==> src/rtl/acc8_seq.sv <==
// Sequential 8-bit accumulator built on one time-shared 4-bit ripple adder.
// Optional saturation instead of wrap is enabled with the ACC8_SAT_EN macro.

module adder4 (
  input  logic [3:0] A,
  input  logic [3:0] B,
  input  logic       Cin,
  output logic [3:0] Sum,
  output logic       Cout
);
  logic c1, c2, c3;

  assign Sum[0] = A[0] ^ B[0] ^ Cin;
  assign c1     = (A[0] & B[0]) | (Cin & (A[0] ^ B[0]));
  assign Sum[1] = A[1] ^ B[1] ^ c1;
  assign c2     = (A[1] & B[1]) | (c1 & (A[1] ^ B[1]));
  assign Sum[2] = A[2] ^ B[2] ^ c2;
  assign c3     = (A[2] & B[2]) | (c2 & (A[2] ^ B[2]));
  assign Sum[3] = A[3] ^ B[3] ^ c3;
  assign Cout   = (A[3] & B[3]) | (c3 & (A[3] ^ B[3]));
endmodule

// state | meaning
// IDLE  | waiting for an operand (ready unless full or clearing)
// LO    | adding low nibbles, carry captured
// HI    | adding high nibbles with stored carry, count/ovf/done updated
module acc8_seq #(
  parameter int MAX_OPS = 15
) (
  input  logic       clk,
  input  logic       rst,
  input  logic       clear,
  input  logic       in_valid,
  input  logic [7:0] in_data,
  output logic       in_ready,
  output logic [7:0] acc,
  output logic       ovf,
  output logic       done,
  output logic [3:0] count,
  output logic       full
);
  typedef enum logic [1:0] {IDLE, LO, HI} state_t;

  localparam logic [3:0] MaxOps = 4'(MAX_OPS);

  state_t     state_q, state_d;
  logic [7:0] acc_q, acc_d;
  logic [7:0] op_q, op_d;
  logic       carry_q, carry_d;
  logic       ovf_q, ovf_d;
  logic       done_q, done_d;
  logic [3:0] count_q, count_d;

  logic [3:0] add_a, add_b, add_sum;
  logic       add_cin, add_cout;

  adder4 u_add (
    .A    (add_a),
    .B    (add_b),
    .Cin  (add_cin),
    .Sum  (add_sum),
    .Cout (add_cout)
  );

  assign full     = (count_q == MaxOps);
  assign in_ready = (state_q == IDLE) && !full && !clear;
  assign acc      = acc_q;
  assign ovf      = ovf_q;
  assign done     = done_q;
  assign count    = count_q;

  // Adder operand mux: low nibbles in LO, high nibbles plus carry in HI.
  always_comb begin
    add_a   = acc_q[3:0];
    add_b   = op_q[3:0];
    add_cin = 1'b0;
    if (state_q == HI) begin
      add_a   = acc_q[7:4];
      add_b   = op_q[7:4];
      add_cin = carry_q;
    end
  end

  always_comb begin
    state_d = state_q;
    acc_d   = acc_q;
    op_d    = op_q;
    carry_d = carry_q;
    ovf_d   = ovf_q;
    count_d = count_q;
    done_d  = 1'b0;
    unique case (state_q)
      IDLE: begin
        if (in_valid && in_ready) begin
          op_d    = in_data;
          state_d = LO;
        end
      end
      LO: begin
        acc_d[3:0] = add_sum;
        carry_d    = add_cout;
        state_d    = HI;
      end
      HI: begin
`ifdef ACC8_SAT_EN
        acc_d = add_cout ? 8'hFF : {add_sum, acc_q[3:0]};
`else
        acc_d[7:4] = add_sum;
`endif
        if (add_cout) ovf_d = 1'b1;
        count_d = count_q + 4'd1;
        done_d  = 1'b1;
        state_d = IDLE;
      end
      default: state_d = IDLE;
    endcase
    // Clear aborts any in-flight add and wins over a same-cycle handshake.
    if (clear) begin
      state_d = IDLE;
      acc_d   = 8'h00;
      ovf_d   = 1'b0;
      count_d = 4'd0;
      carry_d = 1'b0;
      done_d  = 1'b0;
    end
  end

  always_ff @(posedge clk) begin
    if (rst) begin
      state_q <= IDLE;
      acc_q   <= 8'h00;
      op_q    <= 8'h00;
      carry_q <= 1'b0;
      ovf_q   <= 1'b0;
      done_q  <= 1'b0;
      count_q <= 4'd0;
    end else begin
      state_q <= state_d;
      acc_q   <= acc_d;
      op_q    <= op_d;
      carry_q <= carry_d;
      ovf_q   <= ovf_d;
      done_q  <= done_d;
      count_q <= count_d;
    end
  end
endmodule

==> config.mk <==
export PLATFORM = sky130hd
export DESIGN_NAME = acc8_seq
export DESIGN_NICKNAME = d
export VERILOG_FILES = /design/src/rtl/acc8_seq.sv
export SDC_FILE = /design/constraint.sdc
export NUM_CORES = 1
export LEC_CHECK = 0
export ABC_AREA = 1
export ABC_CLOCK_PERIOD_IN_PS = 7370
export CORE_AREA = 3 3 53 55
export DETAILED_ROUTE_END_ITERATION = 12
export DIE_AREA = 0 0 56 58
export GPL_TIMING_DRIVEN = 0
export PLACE_DENSITY = 0.77
export SYNTH_ARGS = -nofsm -noshare
export SYNTH_HDL_FRONTEND = slang
export SYNTH_SLANG_ARGS = --single-unit
==> constraint.sdc <==
create_clock -name clk -period 7.37 [get_ports clk]
set_input_delay 1.1055 -clock clk [delete_from_list [all_inputs] [get_ports clk]]
set_output_delay 1.1055 -clock clk [all_outputs]
set_load 0.02 [all_outputs]
# After elaboration in Yosys (flattened, before gate mapping)
# Cells that the tools add are included.
[classes] add_sub_neg=1 multipliers=0 div_mod_pow=0 n_lt_le_gt_ge=0 n_eq_ne=4 shifts=0 mux=6 n_bitwise=20 n_reduce_logical=9
[op_table] operator="$and 1x1->1" count=8
[op_table] operator="$mux 4" count=2
[op_table] operator="$xor 1x1->1" count=8
[op_table] operator="$add 4x1->4 const B" count=1
[op_table] operator="$eq 4x4->1 const B" count=1
[op_table] operator="$or 1x1->1" count=4
[op_table] operator="$pmux 2 s2" count=1
[op_table] operator="$reduce_and 2->1" count=2
[op_table] operator="$logic_and 1x1->1" count=3
[op_table] operator="$eq 2x1->1 const B" count=1
[op_table] operator="$eq 2x2->1 const B" count=1
[op_table] operator="$logic_not 1->1" count=2
[op_table] operator="$logic_not 2->1" count=1
[op_table] operator="$mux 1" count=2
[op_table] operator="$mux 2" count=1
[op_table] operator="$ne 2x1->1 const B" count=1
[op_table] operator="$reduce_or 2->1" count=1
[word_totals] register_bits=25 latch_bits=0 ramBits=0 romBits=0 input_bits=12 output_inout_bits=16 n_memories=0

# Longest topological paths before layout
# Gate-level depths: netlist of run 1.
[logic_depth] ltp_word=12 mapped_depth=15 depth_no_buf=13

# Hierarchy
# A second synthesis of run 1 with hierarchy kept.
[hier_totals] cells_unflattened=166 area_unflattened_um2=1164.9
[modules_own_cells] module="acc8_seq" instances=1 cells_each=152 area_each_um2=1047.3 seq_area_each_um2=500.5
[modules_own_cells] module="adder4" instances=1 cells_each=14 area_each_um2=117.6 seq_area_each_um2=0.0

# Worst setup path before layout of run 1
# Ideal clock, no wire load.
[synth_timing] path_type="input -> output" from="input port clear" to="output port in_ready" arrival_time_ns=1.780 path_slack_ns=4.485 stages=1 cell_sequence="nor4_1"
[synth_between] elab_chain_len=2
[synth_rtl] item="start, declared" line="32" source="input logic clear,"
[synth_rtl] item="$logic_not 1->1" line="66" source="assign in_ready = (state_q == IDLE) && !full && !clear;"
[synth_rtl] item="$logic_and 1x1->1" line="66"
[synth_rtl] item="end, declared" line="35" source="output logic in_ready,"
# Every way passes these cells.

# Worst setup path after layout of run 1
# Same ends and word-level chain as after synthesis.

==> summary.md, run 1 <==
| Metric | Value |
|---|---|
| Area post-placement | `approximately 1500 um^2` |
| Residual DRC | `0` |
| Fraction of layout cells with a size suffix above 1 | `0.0710` |
| Non-Filler Instances | `~210` |
| Fin Setup TNS | `0 ns` |
| Uppermost layer routed | `met4` |
| GRT Total Usage | `0.153` |
| Routed wl met3 | `approximately 100 um` |
| Crit. End Element | `output pin` |
| Htree depth | `1` |
| TritonCTS clock tree | `done` |
| Yosys top cell by area | `dfxtp_1` |
| Outcome | `finished, final reports clean` |
| Clock Root Buffer | `clkbuf_4` |
| Max_cap viols | `0` |
| Bufs on Longest Clock Path | `2` |
| Fin. max-slew vios | `0` |
| Clock Power Share | `0.273` |
| CP required | `6.26 ns` |
| Routed len/inst | `around 11 um` |
| Sequential Power Share | `0.610` |
| Detail Route Antenna Nets | `0` |
| Maximum vdd drop | `0.116 mV` |
| Fin. Hold Viols | `0` |
| Overflow after GRT | `0` |
| Hold_sp | `acc[5]$_SDFFE_PP0N_` |
| Via count | `980` |
| Slew margin rel. | `0.786` |
| Synth top area share | `0.429` |
| EDFF count, synth | `0` |
| Num Clock Sinks | `25` |
| Met2 routed WL | `1.09 mm` |
| RSZ-0062 raised after global routing | `no` |
| Internal power | `approximately 0.17 mW` |
| Syn Area/Cell | `between 7 and 8 um^2` |
| Vias/cell | `4.60` |
| Hold-fix buffers, CTS | `0` |
| Chip Height | `58 um` |
| Pwr Total | `0.230 mW` |
| Nature of the critical path startpoint | `primary input` |
| Die Area | `3250 um^2` |
| Postcts setup bufs | `0` |
| TritonCTS Buffers | `3` |
| Post-synthesis cell area | `1170 um^2` |
| Combinational power share | `0.117` |
| Initial Utilization | `0.479` |
| RR Startpoint | `state_q[1]$_SDFFE_PP0P_` |
| Syn_nets | `169` |
| DPL Wire Length | `1.75 mm` |
| Critical Path AT | `2.44 ns` |
| Setup Skew | `0.00608 ns` |
| Clock Latency Late Sink | `between 0.3 and 0.4 ns` |
| Area growth from synthesis to layout | `28.8%` |
| Core area | `2430 um^2` |
| R2R depth | `14` |
| Dpl ws | `3.85 ns` |
| Row count | `18` |
| Crit path from | `clear` |
| # setup viols final | `0` |
| Number of global-route vias before repair | `957` |
| Detailed Route WL | `2.27 mm` |
| R2r setup slk | `~4.6 ns` |
| P per Cell Area | `153 nW/um^2` |
| YS warnings | `0` |
| DRT iter0 DRCs | `15` |
| Tmin final | `around 3.5 ns` |
| Max FO, Critical Path | `2` |
| Period utilization | `0.481` |
| Sequential fraction of the synthesis area | `0.429` |
| IO Port Bufs | `27` |
| PostCTS Resize Cnt | `0` |
| WHS Path Cells | `2` |
| Main flop type after synthesis | `dfxtp_1` |
| DIE WIDTH | `56 um` |
| Crit Path Class | `primary input to output pin` |
| Netlist cell types | `21` |
| Met1 WL | `1.06 mm` |
| Least-Margin Pin Slew | `approximately 0.32 ns` |
| P_leak | `about 0.65 nW` |
| Most frequent cell after synthesis | `nand2_1` |
| Synthesized flop and latch total | `25` |
| RR Endpoint | `acc[3]$_SDFFE_PP0N_` |
| Mapped Cells | `approximately 150` |
| # diodes | `0` |
| First-pass GRT wire length | `between 4 and 5 mm` |
| Largest net degree at the start of global routing | `15` |
| Hold Crit Endpoint | `acc[5]$_SDFFE_PP0N_` |
| GP Congestion | `0.794` |
| Hold WC Path Type | `register to register` |
| Sw Ratio | `0.251` |
| Area contributors post-synth | `dfxtp_1 (43%), nand2_1 (14%), nor2_1 (8.4%)` |
| Initial antenna violation count | `0` |
| Placed cells | `approximately 210` |
| Clock transition at path regs | `around 0.13 ns` |
| Psw | `0.0576 mW` |
| Worst setup margin | `around 3.8 ns` |
| Peak Freq | `282 MHz` |
| Final nets | `201` |
| I/O pin cnt | `28` |
| Async SR Flop Fraction | `0` |
| Post-route cell area | `1500 um^2` |
| First-pass DRT Iterations | `4` |
| Synth top cells by count | `nand2_1 (44), nor2_1 (26), dfxtp_1 (25)` |
## metal layers
metal,vias up,global-route usage
li1,525,-
met1,431,0.191
met2,20,0.274
met3,4,0.0200
met4,0,0.0508
met5,-,0
## final cells by class
cell class | instances | area, um^2
well taps | 30 | 37.5
clock inverters | 1 | 5.00
inverters | 19 | 71.3
clock buffers | 3 | 22.5
multi-input cells | 103 | 549
plain buffers | 5 | 45.0
repair buffers | 27 | 270
flip-flops and latches | 25 | 500
fillers | 237 | 931
## state kept, by name, summed over array words and instances (netlist names)
signal,flops
state_q,2
ovf,1
op_q,8
done,1
acc,8
carry_q,1
count,4
## through the flow
stage | hold slack [ns] | util
2_1_floorplan | 0.440 | -
3_5_place_dp | 0.469 | 0.606
3_3_place_gp | 0.450 | 0.606
6_report | 0.489 | 0.617
4_1_cts | 0.493 | 0.617
5_1_grt | 0.520 | 0.617
## layout by cell type, fill, tap and decap left out, drive strengths merged, types with 2 or more instances in the layout
cell type and instances:
o21ai 5, clkbuf 3, a211oi 4, clkdlybuf4s50 27, nand3 4, inv 18
nand2 44, dfxtp 25, nor2 29, fa 4, clkinv 2, buf 5
mux2i 2, a21oi 6
## power by group through the flow
stage	Clock, mW	Combinational (mW)	Sequential [mW]
final	0.0627	0.0268	0.140
after global routing	0.0681	0.0303	0.141
after CTS	0.0632	0.0270	0.140
after detailed placement	0	0.0269	0.143
after global placement	0	0.0265	0.143
after floorplan	0	0.0161	0.143
## critical path: stages
cell and delay (ns):
clkdlybuf4s50_1 0.42, nor4_1 0.26, clkdlybuf4s50_1 0.66
## how the worst max path moves through the flow
stage                     to  slack (ns)  cells after the start
floorplan           in_ready        4.48                      1
global placement    in_ready        3.88                      3
detailed placement  in_ready        3.85                      3
CTS                 in_ready        3.85                      3
global route        in_ready        3.79                      3
finish              in_ready        3.83                      3
## kinds of logic after synthesis
logic type | synth area share
AO/OA/AOI/OAI | 0.0730
XOR/XNOR | 0.0150
adder cells (fa/ha/maj) | 0.0794
buffers and inverters | 0.0998
flip-flops | 0.429
multiplexers | 0.0172
AND/OR/NAND/NOR | 0.286
Note: power is estimated with default switching activity, not from simulation.
==> inputs of run 2 (changes only) <==
ABC_CLOCK_PERIOD_IN_PS = 3400   (was 7370)
CORE_AREA = 3 3 54 56   (was 3 3 53 55)
DIE_AREA = 0 0 57 59   (was 0 0 56 58)
PLACE_DENSITY = 0.75   (was 0.77)
clock period = 3.4 ns   (was 7.37 ns; I/O delays follow)
==> summary.md, run 2 (synthesized netlist as in run 1, its figures left out) <==
| Metric | Value |
|---|---|
| Outcome | `finished, final reports clean` |
| Most frequent cells in the layout | `nand2_1 (44), clkdlybuf4s50_1 (27), nor2_1 (26)` |
| Slew margin rel. | `0.772 (-0.0134)` |
| Hold WC Path Type | `register to register` |
| IO Port Bufs | `27 (unchanged)` |
| DIE WIDTH | `57 um (+1.8%)` |
| Tmin final | `2.78 ns` |
| P_leak | `0.646 nW (-0.42%)` |
| Core area | `2480 um^2 (+1.9%)` |
| TritonCTS clock tree | `done` |
| Sequential Power Share | `0.614 (+0.004)` |
| RSZ-0062 raised after global routing | `no` |
| Residual DRC | `0 (unchanged)` |
| Sw Ratio | `0.243 (-0.00814)` |
| Row count | `18 (unchanged)` |
| Fin. Hold Viols | `0 (unchanged)` |
| Crit Path Class | `register to register` |
| Slowest CP cell | `dfxtp_1` |
| Bufs on Longest Clock Path | `2 (unchanged)` |
| Num Clock Sinks | `25 (unchanged)` |
| Clock Power Share | `0.268 (-0.005)` |
| Critical Path Max Stage Delay | `0.43 ns (-0.23 ns)` |
| Psw | `0.120 mW (+110%)` |
| Setup Skew | `0.00380 ns (-0.00228 ns)` |
| Max FO, Critical Path | `10 (+8)` |
| Initial antenna violation count | `0 (unchanged)` |
| Period utilization | `0.818` |
| CP required | `3.62 ns (-2.64 ns)` |
| Fin Setup TNS | `0 ns (unchanged)` |
| Via count | `1015 (+3.6%)` |
| Max_cap viols | `0 (unchanged)` |
| CP dominant cell by count | `fa_1` |
| P per Cell Area | `330 nW/um^2 (+120%)` |
| Fraction of layout cells with a size suffix above 1 | `0.0656 (-0.00546)` |
| Postcts setup bufs | `0 (unchanged)` |
| GP Congestion | `0.784 (-1.3%)` |
| DPL Wire Length | `1.75 mm (-0.28%)` |
| Footprint of the multi-input gates | `549 um^2 (unchanged)` |
| Initial Utilization | `0.471 (-0.00872)` |
| Clock Latency Late Sink | `0.32 ns (about the same)` |
| Crit. End Element | `register` |
| First-pass DRT Iterations | `4 (unchanged)` |
| Detailed Route WL | `2.25 mm (-0.79%)` |
| Critical Path AT | `3.00 ns (+0.56 ns)` |
| Clock transition at path regs | `0.13 ns (about the same)` |
| # setup viols final | `0 (unchanged)` |
| Combinational power share | `0.118 (about the same)` |
| Detail Route Antenna Nets | `0 (unchanged)` |
| Clock Root Buffer | `clkbuf_4` |
| Internal power | `0.375 mW (+120%)` |
| Vias/cell | `4.77 (+3.6%)` |
| Fin. max-slew vios | `0 (unchanged)` |
| I/O pin cnt | `28 (unchanged)` |
| Most common cell after layout, fill and taps aside | `nand2_1` |
| Reg area | `500 um^2 (unchanged)` |
| TritonCTS Buffers | `3 (unchanged)` |
| GRT Total Usage | `0.147 (-0.00622)` |
| First-pass GRT wire length | `3.91 mm (-2.4%)` |
| Number of global-route vias before repair | `944 (-1.4%)` |
| Maximum vdd drop | `0.299 mV (+160%)` |
| Hold WS | `0.487 ns (-0.00198 ns)` |
| Chip Height | `59 um (+1.7%)` |
| Peak Freq | `360 MHz` |
| Pwr Total | `0.495 mW (+120%)` |
| Routed len/inst | `10.6 um (-0.79%)` |
| Final nets | `201 (unchanged)` |
| Die Area | `3360 um^2 (+3.5%)` |
| CP cell instances | `nand2_1, buf_6, buf_4, nand2_1, o21ai_1, fa_1, inv_1, fa_1, inv_1, fa_1, inv_1, fa_1, nand2_1, a21oi_1` |
| Hold-fix buffers, CTS | `0 (unchanged)` |
| Worst setup margin | `0.620 ns (-3.21 ns)` |
| Htree depth | `1 (unchanged)` |
| Filler cells | `244 (+3.0%)` |
| Dpl ws | `0.641 ns (-3.21 ns)` |
| # diodes | `0 (unchanged)` |
| Least-Margin Pin Slew | `0.341 ns (+0.0201 ns)` |
| Area growth from synthesis to layout | `28.6% (about the same)` |
| DRT iter0 DRCs | `21 (+6)` |
| Largest net degree at the start of global routing | `14 (-1)` |
| PostCTS Resize Cnt | `0 (unchanged)` |
| Nature of the critical path startpoint | `register` |
| Overflow after GRT | `0 (unchanged)` |
[run 2: path summary, 6_finish.rpt]
kind / to / slack [ns] / depth (start not counted) / start
setup / recovery: acc[7]$_SDFFE_PP0N_ / 0.62 / 14 / state_q[1]$_SDFFE_PP0P_
hold / removal: carry_q$_SDFFE_PP0N_ / 0.49 / 2 / carry_q$_SDFFE_PP0N_
setup reg to reg: acc[7]$_SDFFE_PP0N_ / 0.62 / 14 / state_q[1]$_SDFFE_PP0P_
hold reg to reg: carry_q$_SDFFE_PP0N_ / 0.49 / 2 / carry_q$_SDFFE_PP0N_
[run 2: layout make-up]
cell class / instances / area share
timing repair buffer: 27 / 0.180
sequential: 25 / 0.334
inverter: 19 / 0.0475
buffer: 5 / 0.0300
tap: 30 / 0.0250
clock buffer: 4 / 0.0175
multi-input combinational: 103 / 0.366
[run 2: worst max-delay path: cells and delay by family, from the launching register on]
family / cells / cell delay, ns
AOI/OAI and AO/OA: 2 / 0.15
DFF: 1 / 0.43
buffers and inverters: 5 / 0.52
adders and majority gates: 4 / 1.30
and+or+nand+nor: 3 / 0.26
[run 2: power by group through the flow]
stage | clock, mW | sequential [mW] | combinational (mW)
2_1_floorplan | 0 | 0.311 | 0.0350
3_3_place_gp | 0 | 0.310 | 0.0574
3_5_place_dp | 0 | 0.310 | 0.0588
4_1_cts | 0.137 | 0.304 | 0.0591
5_1_grt | 0.151 | 0.305 | 0.0661
6_report | 0.132 | 0.304 | 0.0585
[run 2: stage by stage]
step / area (um^2) / std cells / util
after CTS: 1500 / 213 / 0.606
final: 1500 / 213 / 0.606
after floorplan: 1170 / 152 / -
after detailed placement: 1470 / 209 / 0.595
after global placement: 1470 / 209 / 0.595
after global routing: 1500 / 213 / 0.606
[run 2: routing by layer]
| layer | GRT usage | part of all wire |
|---|---|---|
| met4 | 0.0596 | 0.019 |
| met3 | 0.0240 | 0.054 |
| met2 | 0.261 | 0.47 |
| met1 | 0.177 | 0.45 |
| met5 | 0 | 0 |
==> inputs of run 3 (changes only) <==
ABC_CLOCK_PERIOD_IN_PS = 2800   (was 3400)
clock period = 2.8 ns   (was 3.4 ns; I/O delays follow)
==> summary.md, run 3 (synthesized netlist as in run 1, its figures left out) <==
| Metric | Value |
|---|---|
| DIE WIDTH | `57 um (unchanged)` |
| Overflow after GRT | `0 (unchanged)` |
| Outcome | `finished, final reports clean` |
| CP top delay family | `adder cells` |
| Tmin final | `2.67 ns (-0.110 ns)` |
| First-pass DRT Iterations | `4 (unchanged)` |
| Residual DRC | `0 (unchanged)` |
| P_leak | `0.648 nW (+0.21%)` |
| Clock transition at path regs | `0.13 ns (about the same)` |
| Peak Freq | `375 MHz (+4.1%)` |
| Initial Utilization | `0.471 (unchanged)` |
| Critical Path Max Stage Delay | `0.40 ns (-0.03 ns)` |
| TritonCTS clock tree | `done` |
| Detailed Route WL | `2.29 mm (+1.8%)` |
| Non-Filler Instances | `214 (+0.47%)` |
| Final nets | `202 (+0.50%)` |
| Fin. Hold Viols | `0 (unchanged)` |
| Slowest CP cell | `fa_1` |
| Die Area | `3360 um^2 (unchanged)` |
| # setup viols final | `0 (unchanged)` |
| Crit Path Class | `register to register` |
| Crit. End Element | `register` |
| Fin. max-slew vios | `0 (unchanged)` |
| TritonCTS Buffers | `3 (unchanged)` |
| Via count | `1025 (+0.99%)` |
| Clock Root Buffer | `clkbuf_4` |
| GP Congestion | `0.784 (unchanged)` |
| Num Clock Sinks | `25 (unchanged)` |
| GRT Total Usage | `0.147 (unchanged)` |
| Initial antenna violation count | `0 (unchanged)` |
| CP required | `3.02 ns (-0.60 ns)` |
| Least-Margin Pin Slew | `0.349 ns (+0.00817 ns)` |
| # diodes | `0 (unchanged)` |
| Hold WC Path Type | `register to register` |
| Vias/cell | `4.79 (+0.51%)` |
| Most common cell after layout, fill and taps aside | `nand2_1` |
| Chip Height | `59 um (unchanged)` |
| Nature of the critical path startpoint | `register` |
| IO Port Bufs | `27 (unchanged)` |
| Core area | `2480 um^2 (unchanged)` |
| Area growth from synthesis to layout | `32.0%` |
| P per Cell Area | `392 nW/um^2 (+19%)` |
| CP cell instances | `inv_2, nand2_2, buf_8, buf_6, nand2_1, o21ai_2, fa_1, inv_2, fa_1, inv_1, fa_1, inv_2, fa_1, nand2_1, a21oi_1` |
| Max FO, Critical Path | `10 (unchanged)` |
| Largest net degree at the start of global routing | `14 (unchanged)` |
| DRT iter0 DRCs | `21 (unchanged)` |
| Clock Latency Late Sink | `0.32 ns (about the same)` |
| I/O pin cnt | `28 (unchanged)` |
| Htree depth | `1 (unchanged)` |
| RSZ-0062 raised after global routing | `yes` |
| Critical Path AT | `2.89 ns (-0.11 ns)` |
| Most frequent cells in the layout | `nand2_1 (43), clkdlybuf4s50_1 (27), nor2_1 (26)` |
| Number of global-route vias before repair | `944 (unchanged)` |
| Row count | `18 (unchanged)` |
| Hold-fix buffers, CTS | `0 (unchanged)` |
| Slew margin rel. | `0.767 (-0.00545)` |
| Fraction of layout cells with a size suffix above 1 | `0.114 (+0.0486)` |
| Pwr Total | `0.603 mW (+22%)` |
| Maximum vdd drop | `0.363 mV (+21%)` |
| DPL Wire Length | `1.75 mm (unchanged)` |
| Fin Setup TNS | `0 ns (unchanged)` |
| Placed cells | `209 (unchanged)` |
| CP dominant cell by count | `fa_1` |
| Detail Route Antenna Nets | `0 (unchanged)` |
| First-pass GRT wire length | `3.91 mm (unchanged)` |
| Routed len/inst | `10.7 um (+1.3%)` |
| Setup Skew | `0.00588 ns (+0.00208 ns)` |
| Max_cap viols | `0 (unchanged)` |
| Bufs on Longest Clock Path | `2 (unchanged)` |
| Period utilization | `0.953 (+0.136)` |
| Crit path buf inv count | `6 (+1)` |
==> run 3: changes by cell type in the layout (fill, tap and decap cells not counted) <==
cell	change
inv_2	+3
o21ai_2	+1
nand2_1	-1
inv_1	-3
o21ai_1	-1
buf_8	+1
dfxtp_4	+1
mux2i_4	+1
mux2i_1	-1
dfxtp_1	-2
dfxtp_2	+1
nand2_2	+1
==> run 3: path summary, 6_finish.rpt <==
check	start	endpoint	slack, ns	depth (start not counted)
worst max register to register	state_q[0]$_SDFFE_PP0P_	acc[7]$_SDFFE_PP0N_	0.13	15
worst max-delay path	state_q[0]$_SDFFE_PP0P_	acc[7]$_SDFFE_PP0N_	0.13	15
worst min register to register	carry_q$_SDFFE_PP0N_	carry_q$_SDFFE_PP0N_	0.49	2
worst min-delay path	carry_q$_SDFFE_PP0N_	carry_q$_SDFFE_PP0N_	0.49	2
==> run 3: final cells by class <==
cell class              count  area, um^2
flip-flops and latches     25         505
multi-input cells         103         568
inverters                  19        71.3
fillers                   237         938
well taps                  30        37.5
repair buffers             28         278
clock buffers               4        26.3
plain buffers               5        52.6
==> run 3: layer usage <==
| metal | GRT usage | part of all wire | vias to the layer above |
|---|---|---|---|
| met1 | 0.177 | 0.45 | 459 |
| li1 | - | - | 530 |
| met2 | 0.261 | 0.48 | 31 |
| met4 | 0.0596 | 0.019 | 0 |
| met3 | 0.0240 | 0.058 | 5 |
| met5 | 0 | 0 | - |
==> run 3: power by group <==
| group | switching, mW | internal, mW |
|---|---|---|
| Clock | 0.106 | 0.0557 |
| Combinational | 0.0376 | 0.0354 |
| Sequential | 0.00425 | 0.364 |
| Total | 0.148 | 0.455 |
==> run 3: worst reg2reg max path, cell delays in order, from the launching register on <==
cell,delay (ns)
dfxtp_2,0.35
inv_2,0.07
nand2_2,0.07
buf_8,0.15
buf_6,0.14
nand2_1,0.07
o21ai_2,0.07
fa_1,0.40
inv_2,0.06
fa_1,0.15
inv_1,0.05
fa_1,0.36
inv_2,0.07
fa_1,0.40
nand2_1,0.09
a21oi_1,0.06
==> run 3: repair_timing <==
item | CTS | global route
setup endpoints to repair | 0 | 2
resized for setup | 0 | 12
buffers inserted | 0 | 1
==> run 3: through the flow <==
step / worst slack (ns) / cell area (um^2) / utilization / hold slack (ns)
floorplan: 0.223 / 1170 / - / 0.440
global placement: 0.0742 / 1470 / 0.595 / 0.451
detailed placement: 0.0412 / 1470 / 0.595 / 0.468
CTS: 0.0126 / 1500 / 0.606 / 0.489
global route: -0.0221 / 1540 / 0.621 / 0.525
finish: 0.130 / 1540 / 0.621 / 0.490
